==> config.mk <==
export PLATFORM = sky130hd
export DESIGN_NAME = fp_align_stage
export DESIGN_NICKNAME = d
export VERILOG_FILES = /design/src/rtl/fp_align_stage.sv
export SDC_FILE = /design/constraint.sdc
export NUM_CORES = 1
export LEC_CHECK = 0
export CAP_MARGIN = 10
export CORE_UTILIZATION = 29
export CTS_CLUSTER_SIZE = 12
export DETAILED_ROUTE_END_ITERATION = 6
export GPL_ROUTABILITY_DRIVEN = 0
export PLACE_DENSITY_LB_ADDON = 0.08
export SLEW_MARGIN = 20
export SYNTH_ARGS = -nofsm -noshare
export SYNTH_HDL_FRONTEND = slang
export SYNTH_SLANG_ARGS = --single-unit
export TNS_END_PERCENT = 100
==> constraint.sdc <==
create_clock -name clk -period 8.96 [get_ports clk]
set_input_delay 1.792 -clock clk [delete_from_list [all_inputs] [get_ports clk]]
set_output_delay 1.792 -clock clk [all_outputs]
set_load 0.01 [all_outputs]
==> src/rtl/fp_align_stage.sv <==
// fp_align_stage: front end of the dual-path FP adder.
// Unpacks two packed operands, applies add/subtract, orders them by
// magnitude and right-aligns the smaller significand with guard, round and
// sticky bits. The aligned pair (SIZE_MANTISSA+3 bits wide) is what the
// far-path datapath consumes; near_path tells the next stage which path to use.
// Two register stages, one operation per cycle, and a single global stall.
//
// Handshake: an operand pair transfers when in_valid && in_ready at a rising
// clock edge; a result transfers when out_valid && out_ready. While
// out_valid=1 and out_ready=0 every output holds its value. in_ready is a
// combinational function of out_valid/out_ready only (it never looks at in_valid).
//
// Optional build macro SPECIAL_CASE_EN: adds special_o / special_res_o, which
// flag operands with an all-ones exponent (Inf/NaN) and give the IEEE result.
module fp_align_stage #(
  parameter int SIZE_MANTISSA = 24,
  parameter int SIZE_EXPONENT = 8,
  parameter int SIZE_COUNTER  = 5,
  parameter int SIZE_WORD     = SIZE_EXPONENT + SIZE_MANTISSA
) (
  input  logic                       clk,
  input  logic                       rstn,
  input  logic                       in_valid,
  output logic                       in_ready,
  input  logic [SIZE_WORD-1:0]       a_number,
  input  logic [SIZE_WORD-1:0]       b_number,
  input  logic                       sub,
  output logic                       out_valid,
  input  logic                       out_ready,
  output logic                       eff_op,
  output logic                       near_path,
  output logic                       sign_o,
  output logic [SIZE_MANTISSA+2:0]   m_a_number,
  output logic [SIZE_MANTISSA+2:0]   m_b_number,
  output logic [SIZE_EXPONENT-1:0]   e_a_number,
  output logic [SIZE_EXPONENT-1:0]   e_b_number
`ifdef SPECIAL_CASE_EN
  ,
  output logic                       special_o,
  output logic [SIZE_WORD-1:0]       special_res_o
`endif
);

  localparam int FW = SIZE_MANTISSA - 1;   // stored fraction width
  localparam int MW = SIZE_MANTISSA + 3;   // aligned significand width (with G/R/S)
  localparam logic [SIZE_EXPONENT-1:0] MAX_SHIFT = SIZE_EXPONENT'(SIZE_MANTISSA + 2);
  localparam logic [SIZE_EXPONENT-1:0] ALL_OUT   = SIZE_EXPONENT'(SIZE_MANTISSA + 3);
  localparam logic [SIZE_EXPONENT-1:0] EXP_ONE   = SIZE_EXPONENT'(1);

  // Global pipeline enable: both stages move together.
  logic en;
  assign en       = out_ready | ~out_valid;
  assign in_ready = en;

  // ---------------- Stage 1: unpack, effective op, magnitude order ----------
  logic                     sa, sb_eff, hid_a, hid_b, swap;
  logic [SIZE_EXPONENT-1:0] ea_raw, eb_raw, ea_eff, eb_eff;
  logic [SIZE_MANTISSA-1:0] ma, mb;
  logic [SIZE_EXPONENT-1:0] el, es;
  logic [SIZE_MANTISSA-1:0] ml, ms;
  logic                     sign_l;

  // Unpack operands and pick the larger magnitude; exponent 0 aligns as 1.
  always_comb begin
    sa     = a_number[SIZE_WORD-1];
    sb_eff = b_number[SIZE_WORD-1] ^ sub;
    ea_raw = a_number[SIZE_WORD-2 -: SIZE_EXPONENT];
    eb_raw = b_number[SIZE_WORD-2 -: SIZE_EXPONENT];
    hid_a  = |ea_raw;
    hid_b  = |eb_raw;
    ea_eff = hid_a ? ea_raw : EXP_ONE;
    eb_eff = hid_b ? eb_raw : EXP_ONE;
    ma     = {hid_a, a_number[FW-1:0]};
    mb     = {hid_b, b_number[FW-1:0]};
    // Equal magnitudes keep A on top, so the sign follows A.
    swap   = (ea_eff < eb_eff) || ((ea_eff == eb_eff) && (ma < mb));
    el     = swap ? eb_eff : ea_eff;
    es     = swap ? ea_eff : eb_eff;
    ml     = swap ? mb : ma;
    ms     = swap ? ma : mb;
    sign_l = swap ? sb_eff : sa;
  end

  logic                     s1_valid, s1_eff_op, s1_sign;
  logic [SIZE_MANTISSA-1:0] s1_ml, s1_ms;
  logic [SIZE_EXPONENT-1:0] s1_el, s1_es, s1_d;

  // Stage-1 register: ordered operands and exponent difference.
  always_ff @(posedge clk or negedge rstn) begin
    if (!rstn) begin
      s1_valid  <= 1'b0;
      s1_eff_op <= 1'b0;
      s1_sign   <= 1'b0;
      s1_ml     <= '0;
      s1_ms     <= '0;
      s1_el     <= '0;
      s1_es     <= '0;
      s1_d      <= '0;
    end else if (en) begin
      s1_valid  <= in_valid;
      s1_eff_op <= sa ^ sb_eff;
      s1_sign   <= sign_l;
      s1_ml     <= ml;
      s1_ms     <= ms;
      s1_el     <= el;
      s1_es     <= es;
      s1_d      <= el - es;
    end
  end

`ifdef SPECIAL_CASE_EN
  localparam logic [SIZE_WORD-1:0] QNAN =
    {1'b0, {SIZE_EXPONENT{1'b1}}, 1'b1, {(FW-1){1'b0}}};
  logic                 a_all, b_all, a_nan, b_nan, spc;
  logic [SIZE_WORD-1:0] spc_res;
  logic                 s1_spc;
  logic [SIZE_WORD-1:0] s1_spc_res;

  // Inf/NaN detection and the IEEE result for those operands.
  always_comb begin
    a_all   = &ea_raw;
    b_all   = &eb_raw;
    a_nan   = a_all & (|a_number[FW-1:0]);
    b_nan   = b_all & (|b_number[FW-1:0]);
    spc     = a_all | b_all;
    spc_res = '0;
    if (a_nan || b_nan)
      spc_res = QNAN;
    else if (a_all && b_all)
      spc_res = (sa ^ sb_eff) ? QNAN : {sa, {SIZE_EXPONENT{1'b1}}, {FW{1'b0}}};
    else if (a_all)
      spc_res = {sa, {SIZE_EXPONENT{1'b1}}, {FW{1'b0}}};
    else if (b_all)
      spc_res = {sb_eff, {SIZE_EXPONENT{1'b1}}, {FW{1'b0}}};
  end

  // Stage-1 register for the special-case flag and result.
  always_ff @(posedge clk or negedge rstn) begin
    if (!rstn) begin
      s1_spc     <= 1'b0;
      s1_spc_res <= '0;
    end else if (en) begin
      s1_spc     <= spc;
      s1_spc_res <= spc_res;
    end
  end
`endif

  // ---------------- Stage 2: alignment shift with sticky ---------------------
  logic [SIZE_COUNTER-1:0] shift_amt;
  logic [2*MW-1:0]         wide;
  logic                    sticky, all_out;
  logic [MW-1:0]           mb_al;

  // Shift the smaller significand right; bits falling off collapse into S.
  always_comb begin
    all_out   = (s1_d >= ALL_OUT);
    shift_amt = (s1_d > MAX_SHIFT) ? SIZE_COUNTER'(SIZE_MANTISSA + 2)
                                   : s1_d[SIZE_COUNTER-1:0];
    wide      = {s1_ms, 3'b000, {MW{1'b0}}} >> shift_amt;
    sticky    = wide[MW] | (|wide[MW-1:0]);
    mb_al     = all_out ? {{(MW-1){1'b0}}, |s1_ms}
                        : {wide[2*MW-1:MW+1], sticky};
  end

  // Stage-2 register: drives the outputs and holds them under backpressure.
  always_ff @(posedge clk or negedge rstn) begin
    if (!rstn) begin
      out_valid  <= 1'b0;
      eff_op     <= 1'b0;
      near_path  <= 1'b0;
      sign_o     <= 1'b0;
      m_a_number <= '0;
      m_b_number <= '0;
      e_a_number <= '0;
      e_b_number <= '0;
    end else if (en) begin
      out_valid  <= s1_valid;
      eff_op     <= s1_eff_op;
      near_path  <= s1_eff_op & (s1_d <= EXP_ONE);
      sign_o     <= s1_sign;
      m_a_number <= {s1_ml, 3'b000};
      m_b_number <= mb_al;
      e_a_number <= s1_el;
      e_b_number <= s1_es;
    end
  end

`ifdef SPECIAL_CASE_EN
  // Stage-2 register for the special-case outputs.
  always_ff @(posedge clk or negedge rstn) begin
    if (!rstn) begin
      special_o     <= 1'b0;
      special_res_o <= '0;
    end else if (en) begin
      special_o     <= s1_spc;
      special_res_o <= s1_spc_res;
    end
  end
`endif

endmodule
# ---- Word level (Yosys, flattened, before mapping)
# Cells that the tools add are included.
dict set report word_totals {
  rom_bits 0
  regBits 146
  word_cells 45
  inputBits 69
  ram_bits 0
  latchBits 0
  mem_count 0
  out_inout_bits 75
}
dict set report classes {
  n_div 0
  multipliers 0
  shifts 1
  eq_ne 1
  reduce_logical 6
  add_sub_neg 1
  muxes 9
  bitwise 6
  n_lt_le_gt_ge 5
}
# op count
set ops {}
lappend ops {{$shr 54x5->54} 1}
lappend ops {{$mux 24} 2}
lappend ops {{$mux 8} 4}
lappend ops {{$mux 27} 1}
lappend ops {{$reduce_or 27->1} 1}
lappend ops {{$lt 24x24->1} 1}
lappend ops {{$reduce_or 24->1} 1}
lappend ops {{$reduce_or 8->1} 2}
lappend ops {{$eq 8x8->1} 1}
lappend ops {{$ge 8x5->1 const B} 1}
lappend ops {{$gt 8x5->1 const B} 1}
lappend ops {{$le 8x1->1 const B} 1}
lappend ops {{$lt 8x8->1} 1}
lappend ops {{$sub 8x8->8} 1}
lappend ops {{$mux 5} 1}
lappend ops {{$or 1x1->1} 2}
lappend ops {{$xor 1x1->1} 2}
lappend ops {{$and 1x1->1} 1}
lappend ops {{$logic_and 1x1->1} 1}
lappend ops {{$logic_or 1x1->1} 1}
lappend ops {{$mux 1} 1}
lappend ops {{$not 1->1} 1}

# ---- Longest topological paths before layout
# Gate-level depths: netlist of the first run.
dict set report depth {
  ltp_word 7
  depth_mapped 16
  ltp_nobuf 14
}

# ---- Worst setup path before layout of the first run
# Ideal clock, no wire load.
dict set report synth_timing {
  path_kind {input -> register}
  startpoint {input a_number[24]}
  endpoint {register s1_d[7]}
  t_arrival_ps 5449
  path_buffers 1
  t_required_ps 8872
  setup_ps 88
  stages 14
  slack_ps 3422
  cell_sequence {buf_2 or4_4 or4_1 nor2_1 inv_1 ha_1 nand4_1 a2111o_1 o211a_1 or3_1 nand3_1 a31oi_2 or4_1 a41oi_1}
}
dict set report synth_via {
  elab_chain_len 7
  word_cells_on_any_way 10
  cone_classes {add/sub: 1; order compare: 2; eq/ne: 1; mux: 3; reduce/logical: 3}
}
# item line
set synth_lines {}
lappend synth_lines {{from (decl)} 25} ;# input logic [SIZE_WORD-1:0] a_number,
lappend synth_lines {{parallel branches: the longest is 6 deep, another holds $lt 24x24->1} -}
lappend synth_lines {{$sub 8x8->8 (*)} 107} ;# s1_d <= el - es;
lappend synth_lines {{to (signal assigned)} 107}
lappend synth_lines {{to (decl)} 86} ;# logic [SIZE_EXPONENT-1:0] s1_el, s1_es, s1_d;
# Every way passes the cells marked *.
# A chain may end at the register's enable or synchronous reset.

# ---- Worst setup path in the final report of the first run
# Ends and elaborated chain as after synthesis.

==> flow_metrics.tcl, run 1 <==
set metrics [dict create \
    netSwitchingPower_uw 864 \
    cp_max_fo 28 \
    cts_root_buf "clkbuf_16" \
    dieWidth_microns 177 \
    synthMuxAreaShare_pct 7.64 \
    max_slew_margin_pct 29.5 \
    cp_slowest_cell "clkdlybuf4s50_1" \
    ant_nets 0 \
    n_fill_cell 3125 \
    fin_crit_sh_pct 68.5 \
    tightest_slew_ps 1060 \
    switching_share_pct 36.7 \
    ir_worst_vdd_mv 0.112 \
    drt_iter0_drc 449 \
    yosysSeqAreaShare_pct 41.0 \
    cts_buffers 17 \
    antenna_found_initial 0 \
    synthFlopType "dfrtp_1" \
    dp.cells 1521 \
    critPathRequiredTime_ps 9300 \
    regArea_sq_um 3650 \
    cts_resized 0 \
    criticalPathCategory "in2reg" \
    hpwl_microns 19000 \
    start_kind "primary input" \
    dieArea_sq_um 31400 \
    rr_worst_depth 8 \
    layout_commonest_cell "nand2_1" \
    finalPower_mw 2.36 \
    area.growth.synth_to_final_pct 25.0 \
    worstHoldStart "s1_valid$_DFFE_PN0P_" \
    synth_area_per_cell_sq_um 8.42 \
    r2r_setup_slack_ps 4860 \
    clock_latency_ps 440 \
    hold_class "reg2reg" \
    cts_hold_buf 0 \
    multiInputGateArea_sq_um 4770 \
    hold-path-cell-count 2 \
    cts_max_level 4 \
    p_clk_share_pct 31.2 \
    p_int_mw 1.49 \
    fin_nets 1249 \
    syn-instance-count 1058 \
    synth_compound_area_share_pct 21.2 \
    core_sq_um 30000 \
    clk_path_buf_depth 2 \
    seq_power_share_pct 37.6 \
    r2r-start "s1_d[4]$_DFFE_PN0P_" \
    synth-edff-count 0 \
    drv_slew 0 \
    overflow 0 \
    path_clk_slew_ps 70 \
    maxCapViolCount 0 \
    rsz0062_at_grt "no" \
    status "finished clean" \
    via_per_inst 5.07 \
    async_flop_share_pct 100 \
    grt_max_degree 204 \
    cp_top_family "simple AND/OR/NAND/NOR gates" \
    synth-seq-cells 146 \
    drt-total-wl_microns 27400 \
    synth_cell_types 78 \
    grt_pass1_wl_microns 44400 \
    layout.cells.non_filler 1553 \
    finalHoldViolCount 0 \
    postCtsSetupRepairBufs 0 \
    track_usage_pct 18.1 \
    port_buffers 140 \
    layout-drive-gt1-share_pct 6.02 \
    dr.pass1.iters 7 \
    p_leak_nw 4.87 \
    whs_ps 466 \
    setup_viol_count_final 0 \
    grt_pass1_vias 7989 \
    path_buf_inv 2 \
    netlist_area_sq_um 8900 \
    final.min_clock_period_ps 6130 \
    cts_sinks 146 \
    cp.arrival_ps 6470 \
    rows 63 \
    synthSimpleGateAreaFrac_pct 19.5 \
    powerDensity_nw_per_um2 212 \
    drcViolationCount 0 \
    postLayoutCoreUtil_pct 37.2 \
    ioPinCount 144 \
    synth_top_family_by_area "compound AO/OA/AOI/OAI gates" \
    cp-end-kind "flip-flop" \
    final_cell_mix "nand2_1 (246), dfrtp_1 (146), clkdlybuf4s50_1 (139), o21ai_0 (95), nor2_1 (83)" \
    start_util_pct 29.7 \
    p_comb_share_pct 31.2 \
    slowest_delay_ps 560 \
    cts_tree "done" \
    num_vias 7880 \
    reg2reg_to "m_b_number[0]$_DFFE_PN0P_" \
    wire_per_inst_microns 17.6 \
    path_depth 14 \
    antenna_cells 0 \
    synthAdderAreaFrac_pct 4.33 \
    fmax_ghz 0.163 \
    min_to "s1_valid$_DFFE_PN0P_" \
    cpMostUsedCell "or4_1" \
    synth_xor_xnor_area_share_pct 0.590 \
    setup_tns_ps 0 \
    skew_ps 19.5 \
    die_y_microns 177 \
    yosys_warnings 0 \
    cp_cell_sequence "clkdlybuf4s50_1, or4_4, or4_1, nor2_1, inv_1, ha_1, nand4_1, a2111o_1, o211ai_4, nand2_4, a22oi_1, a31oi_2, or4_1, a41oi_1" \
]
## layer usage
layer  vias to the layer above  share of wire (%)  track usage [%]
met1                      3760                 46             24.0
met2                       181                 47             29.2
met4                         0                1.6             5.50
met5                         -                  0                0
li1                       3906                  -                -
met3                        33                5.0             4.10
## power groups by stage
| stage | combinational, mW | clock [mW] | sequential (mW) |
|---|---|---|---|
| 2_1_floorplan | 0.438 | 0 | 0.881 |
| 3_3_place_gp | 0.739 | 0 | 0.899 |
| 3_5_place_dp | 0.738 | 0 | 0.897 |
| 4_1_cts | 0.742 | 0.756 | 0.887 |
| 5_1_grt | 0.814 | 0.783 | 0.904 |
| 6_report | 0.735 | 0.735 | 0.886 |
## cell families after synthesis
kind of cell | count (synthesis)
multiplexers | 65
flip-flops | 146
AND/OR/NAND/NOR | 406
other | 1
XOR/XNOR | 6
buffers and inverters | 120
adder cells (fa/ha/maj) | 31
AO/OA/AOI/OAI | 283
## worst max-delay path by stage
stage                     slack (ps)         start             endpoint
after floorplan                 3420  a_number[24]  s1_d[7]$_DFFE_PN0P_
after global placement          2500  a_number[24]  s1_d[7]$_DFFE_PN0P_
after detailed placement        2390  a_number[24]  s1_d[7]$_DFFE_PN0P_
after CTS                       2840  a_number[24]  s1_d[7]$_DFFE_PN0P_
after global routing            2600  a_number[24]  s1_d[7]$_DFFE_PN0P_
final                           2830  a_number[24]  s1_d[7]$_DFFE_PN0P_
## worst min-delay path: stages (launching register included)
cell	delay, ps
dfrtp_1	340
nand2_1	50
nand2_1	50
## registers in the layout, indices dropped and copies added (netlist names), 8 cells and up
register	flops
s1_ml	24
e_b_number	8
s1_es	8
s1_d	8
e_a_number	8
m_a_number	24
s1_el	8
s1_ms	24
m_b_number	27
## cells in the mapped netlist, drive strengths merged, types with 9 or more instances
master / count / area, sq um
nand2: 247 / 927
nand3: 10 / 50.1
o221ai: 12 / 105
ha: 30 / 375
nand4: 9 / 56.3
o21ai: 97 / 485
inv: 43 / 161
clkbuf: 49 / 184
dfrtp: 146 / 3650
buf: 28 / 160
a21oi: 71 / 355
nor3: 11 / 60.1
o2111ai: 9 / 78.8
a31oi: 11 / 75.1
mux2i: 59 / 591
nor2: 83 / 312
## stage by stage
stage / worst slack, ps / area (sq um)
3_3_place_gp: 2500 / 10500
2_1_floorplan: 3420 / 8910
3_5_place_dp: 2390 / 10500
5_1_grt: 2600 / 11100
4_1_cts: 2840 / 11100
6_report: 2830 / 11100
## cell type report
class                           instances  area share, %
Inverter                               43           1.45
Timing Repair Buffer                  148           13.3
Sequential cell                       146           32.8
Clock buffer                           19           3.98
Clock inverter                         13           1.26
Tap cell                              390           4.38
Multi-Input combinational cell        794           42.8
Power figures use the tool's default switching activity.
==> inputs of run 2 (changes only) <==
==> constraint.sdc (replaced) <==
create_clock -name clk -period 5.9 [get_ports clk]
set_input_delay 1.18 -clock clk [delete_from_list [all_inputs] [get_ports clk]]
set_output_delay 1.18 -clock clk [all_outputs]
set_load 0.01 [all_outputs]
==> run 2 against run 1 <==
  * Non-clock buffer count up 7
  * Hold slack got worse by 4.0 ps
  * Die area is the same
  * Critical path depth stayed put
  * Largest cell class unchanged
==> flow_metrics.tcl, run 2 (synthesis results as in run 1) <==
set metrics [dict create \
    die_y_microns 177 \
    maxCapViolCount 0 \
    cts_buffers 17 \
    cp-end-kind "flip-flop" \
    rr_worst_depth 8 \
    drcViolationCount 0 \
    via_per_inst 5.10 \
    tightest_slew_ps 1070 \
    n_fill_cell 3125 \
    postCtsSetupRepairBufs 0 \
    ioPinCount 144 \
    cts_sinks 146 \
    finalPower_mw 3.57 \
    clk_path_buf_depth 2 \
    cts_max_level 4 \
    slowest_delay_ps 570 \
    dieWidth_microns 177 \
    rsz0062_at_grt "no" \
    drv_slew 0 \
    final_cell_mix "nand2_1 (246), dfrtp_1 (146), clkdlybuf4s50_1 (139), o21ai_0 (95), nor2_1 (83)" \
    reg2reg_to "m_b_number[0]$_DFFE_PN0P_" \
    r2r-start "s1_d[4]$_DFFE_PN0P_" \
    track_usage_pct 18.4 \
    fmax_ghz 0.197 \
    core_sq_um 30000 \
    cts_root_buf "clkbuf_16" \
    netSwitchingPower_mw 1.31 \
    dr.pass1.iters 5 \
    cts_resized 0 \
    ir_worst_vdd_mv 0.168 \
    clock_latency_ps 430 \
    layout-drive-gt1-share_pct 6.58 \
    cpMostUsedCell "or4_1" \
    drt-total-wl_microns 27500 \
    fin_crit_sh_pct 86.1 \
    powerDensity_nw_per_um2 319 \
    hold-path-cell-count 2 \
    path_buf_inv 2 \
    hpwl_microns 19600 \
    final.min_clock_period_ps 5080 \
    antenna_found_initial 0 \
    worstSetupStartpoint "a_number[27]" \
    criticalPathCategory "in2reg" \
    finalHoldViolCount 0 \
    drt_iter0_drc 526 \
    multiInputGateArea_sq_um 4770 \
    seq_power_share_pct 37.9 \
    top_register "m_b_number" \
    hold_class "reg2reg" \
    ant_nets 0 \
    cp_top_family "simple AND/OR/NAND/NOR gates" \
    path_clk_slew_ps 70 \
    overflow 0 \
    wire_per_inst_microns 17.6 \
    grt_pass1_wl_microns 44800 \
    cp_slowest_cell "or4_4" \
    p_clk_share_pct 30.7 \
    cp.arrival_ps 5420 \
    cts_tree "done" \
    area.growth.synth_to_final_pct 25.6 \
    cp_max_fo 11 \
    port_buffers 140 \
    worstHoldStart "s1_ml[14]$_DFFE_PN0P_" \
    critPathRequiredTime_ps 6240 \
    max_slew_margin_pct 28.6 \
    cp_cell_sequence "clkdlybuf4s50_1, or4_4, or4_1, nor2_1, inv_1, ha_1, nand4_1, a2111o_1, o211ai_4, nand2_4, a22oi_1, a31oi_2, or4_1, a41oi_1" \
    p_comb_share_pct 31.4 \
    antenna_cells 0 \
    start_util_pct 29.7 \
    skew_ps 12.5 \
    grt_pass1_vias 7935 \
    rows 63 \
    status "finished clean" \
    start_kind "primary input" \
    setup_tns_ps 0 \
    num_vias 7953 \
    regArea_sq_um 3650 \
    fin_nets 1256 \
    grt_max_degree 202 \
    r2r_setup_slack_ps 1820 \
    largest_reg_flops 27 \
    p_int_mw 2.26 \
    layout_commonest_cell "nand2_1" \
    setup_viol_count_final 0 \
    dieArea_sq_um 31400 \
    min_to "m_a_number[17]$_DFFE_PN0P_" \
    p_leak_nw 4.91 \
    switching_share_pct 36.7 \
    cts_hold_buf 0 \
]
==> run 2: metrics by stage <==
| step | hold WS [ps] | instances | instance area [sq um] | utilization (%) | worst slack [ps] |
|---|---|---|---|---|---|
| final | 462 | 1560 | 11200 | 37.3 | 819 |
| after floorplan | 430 | 1060 | 8910 | - | 974 |
| after CTS | 466 | 1560 | 11200 | 37.3 | 794 |
| after global routing | 479 | 1560 | 11200 | 37.3 | 568 |
| after detailed placement | 453 | 1528 | 10600 | 35.4 | 361 |
| after global placement | 445 | 1528 | 10600 | 35.4 | 393 |
==> run 2: routing by layer <==
| metal | vias to the layer above | part of all wire, % | track usage [%] |
|---|---|---|---|
| met5 | - | 0 | 0 |
| met2 | 185 | 48 | 30.3 |
| li1 | 3927 | - | - |
| met1 | 3820 | 46 | 24.3 |
| met3 | 21 | 4.6 | 3.84 |
| met4 | 0 | 1.2 | 4.53 |
==> run 2: how the worst max path moves through the flow <==
stage	to	cells past startpoint
finish	s1_d[7]$_DFFE_PN0P_	14
global route	s1_d[7]$_DFFE_PN0P_	14
CTS	s1_d[7]$_DFFE_PN0P_	14
detailed placement	s1_d[7]$_DFFE_PN0P_	14
global placement	s1_d[7]$_DFFE_PN0P_	14
floorplan	s1_d[7]$_DFFE_PN0P_	14
==> run 2: layout make-up <==
class                   instances  share of cell area, %
clock inverters                14                   1.31
inverters                      43                   1.44
flip-flops and latches        146                   32.7
well taps                     390                   4.36
repair buffers                155                   13.8
multi-input cells             794                   42.6
clock buffers                  18                   3.84
==> run 2: power by group through the flow <==
stage,logic (mW),registers [mW],clock network [mW]
3_3_place_gp,1.13,1.37,0
3_5_place_dp,1.13,1.37,0
6_report,1.12,1.35,1.10
5_1_grt,1.24,1.38,1.17
2_1_floorplan,0.666,1.34,0
4_1_cts,1.13,1.35,1.14
==> run 2: worst register-to-register path, stage by stage, from the launching register on <==
cell and delay (ps):
dfrtp_1 570, nand2_1 450, o211ai_2 740, mux4_2 650
a21oi_1 370, o22ai_1 140, or4_1 480, a221oi_1 440
a21oi_1 120
==> inputs of run 3 (changes only) <==
--- a/config.mk
+++ b/config.mk
@@ -6,6 +6,7 @@
 export NUM_CORES = 1
 export LEC_CHECK = 0
 export CAP_MARGIN = 10
+export CORE_ASPECT_RATIO = 1.4
 export CORE_UTILIZATION = 29
 export CTS_CLUSTER_SIZE = 12
 export DETAILED_ROUTE_END_ITERATION = 6
==> constraint.sdc (replaced) <==
create_clock -name clk -period 4.5 [get_ports clk]
set_input_delay 0.9 -clock clk [delete_from_list [all_inputs] [get_ports clk]]
set_output_delay 0.9 -clock clk [all_outputs]
set_load 0.01 [all_outputs]
==> run 3 against run 2 <==
  * Register-to-register slack got worse by 1100 ps
  * Worst setup slack got worse by 660 ps
  * Hold slack improved by 0.51 ps
  * Power rose by 39%
  * Core utilization rose by 1.6 points
  * Clock power rose by 46%
  * Sequential power rose by 30%
  * Clock-buffer cell count rose by 2
  * Non-clock buffer count rose by 50
  * Critical path type unchanged
  * Critical endpoint unchanged
  * Largest cell class unchanged
  * Highest routed layer is now met5
==> flow_metrics.tcl, run 3 (synthesis results as in run 1) <==
set metrics [dict create \
    status "finished clean" \
    layout.cells.non_filler 1604 \
    area.growth.synth_to_final_pct 31.9 \
    layout_commonest_cell "nand2_1" \
    path_clk_slew_ps 60 \
    cts_tree "done" \
    tightest_slew_ps 922 \
    via_per_inst 5.08 \
    rsz0062_at_grt "yes" \
    antenna_cells 0 \
    port_buffers 140 \
    cts_root_buf "clkbuf_16" \
    cp_slowest_cell "or4_4" \
    r2r-start "s1_d[6]$_DFFE_PN0P_" \
    rr_worst_depth 8 \
    final.min_clock_period_ps 4340 \
    r2r_setup_slack_ps 770 \
    reg2reg_to "m_b_number[0]$_DFFE_PN0P_" \
    ioPinCount 144 \
    ant_nets 0 \
    min_to "e_b_number[7]$_DFFE_PN0P_" \
    dieArea_sq_um 31400 \
    cp.arrival_ps 4690 \
    finalHoldViolCount 0 \
    dr.pass1.iters 5 \
    clk_path_buf_depth 2 \
    fin_nets 1306 \
    cp-end-kind "flip-flop" \
    drv_slew 0 \
    wire_per_inst_microns 18.1 \
    drt-total-wl_microns 29000 \
    grt_max_degree 151 \
    final_cell_mix "nand2_1 (246), dfrtp_1 (146), clkdlybuf4s50_1 (135), o21ai_0 (95), nor2_1 (82)" \
    cts_buffers 17 \
    die_y_microns 209 \
    powerDensity_nw_per_um2 422 \
    top_register "m_b_number" \
    dp.cells 1572 \
    maxCapViolCount 0 \
    layout-drive-gt1-share_pct 11.2 \
    start_util_pct 29.6 \
    hpwl_microns 21700 \
    whs_ps 463 \
    start_kind "primary input" \
    grt_pass1_wl_microns 46900 \
    antenna_found_initial 1 \
    fin_crit_sh_pct 96.4 \
    setup_tns_ps 0 \
    path_buf_inv 3 \
    skew_ps 8.06 \
    worstSetupStartpoint "a_number[27]" \
    postLayoutCoreUtil_pct 39.0 \
    num_vias 8149 \
    cts_sinks 146 \
    finalPower_mw 4.95 \
    slowest_delay_ps 530 \
    critPathRequiredTime_ps 4850 \
    criticalPathCategory "in2reg" \
    largest_reg_flops 27 \
    hold_class "reg2reg" \
    rows 75 \
    cp_cell_sequence "dlygate4sd2_1, or4_4, or4_1, nor2_2, inv_2, ha_4, nand4b_1, or3_4, a221oi_4, o211a_1, buf_4, nor3_1, a22oi_2, a31oi_4, or4_4, a41oi_2" \
    cp_top_family "simple AND/OR/NAND/NOR gates" \
    worstHoldStart "e_b_number[7]$_DFFE_PN0P_" \
    max_slew_margin_pct 38.5 \
    cp_max_fo 5 \
    drcViolationCount 0 \
    dieWidth_microns 150 \
    drt_iter0_drc 526 \
    fmax_ghz 0.231 \
    p_leak_nw 5.21 \
    hold-path-cell-count 2 \
    cpMostUsedCell "or4_4" \
    core_sq_um 30100 \
    track_usage_pct 19.4 \
    setup_viol_count_final 0 \
    ir_worst_vdd_mv 0.237 \
    cts_max_level 4 \
    clock_latency_ps 430 \
    overflow 0 \
    grt_pass1_vias 8167 \
]
==> run 3: cell types whose count changed in the layout (fill, tap and decap cells not counted), sizes merged <==
cell	before	now
dlygate4sd2	0	4
clkinv	6	1
clkinvlp	1	2
clkbuf	18	20
buf	16	66
inv	49	46
clkdlybuf4s50	139	135
bufinv	1	5
==> run 3: layer usage <==
metal | vias up | part of all wire, % | track usage [%]
met2 | 194 | 48 | 31.3
met1 | 3888 | 44 | 25.1
met3 | 47 | 4.1 | 3.74
li1 | 4018 | - | -
met5 | - | 0.034 | 0
met4 | 2 | 3.6 | 8.78
==> run 3: through the flow <==
| stage | area, sq um | worst slack [ps] |
|---|---|---|
| final | 11700 | 163 |
| after global routing | 11700 | -14.9 |
| after CTS | 11700 | 58.6 |
| after detailed placement | 11100 | -544 |
| after global placement | 11100 | -526 |
| after floorplan | 8950 | 21.1 |
==> run 3: worst max path at each step <==
stage	endpoint	slack (ps)	cells past startpoint
after floorplan	s1_d[7]$_DFFE_PN0P_	20	14
after global placement	s1_d[7]$_DFFE_PN0P_	-530	15
after detailed placement	s1_d[7]$_DFFE_PN0P_	-540	15
after CTS	s1_d[7]$_DFFE_PN0P_	60	14
after global routing	s1_d[7]$_DFFE_PN0P_	-10	16
final	s1_d[7]$_DFFE_PN0P_	160	16
==> run 3: final cells by class <==
type	instances	area [sq um]
clock buffers	20	457
clock inverters	11	200
fillers	3077	18400
inverters	43	161
multi-input cells	794	4840
flip-flops and latches	146	3650
well taps	385	482
repair buffers	205	1950
==> run 3: what timing repair did <==
action,CTS,global route
setup buffers,1,0
resized for setup,6,6
pin swaps,3,4
endpoints found under the setup margin,3,6
hold buffers,0,0
==> run 3: worst register-to-register path: cells and delay by family, from the launching register on <==
kind / cells / cell delay, ps
mux: 1 / 450
flops: 1 / 410
simple gates: 2 / 1080
compound gates: 5 / 1660
==> run 3: power breakdown <==
group	internal (mW)	leakage, nW	total, mW	switching, mW
combinational	0.695	3.11	1.58	0.889
sequential	1.54	1.79	1.76	0.217
clock	1.02	0.314	1.61	0.593
total	3.26	5.21	4.95	1.70
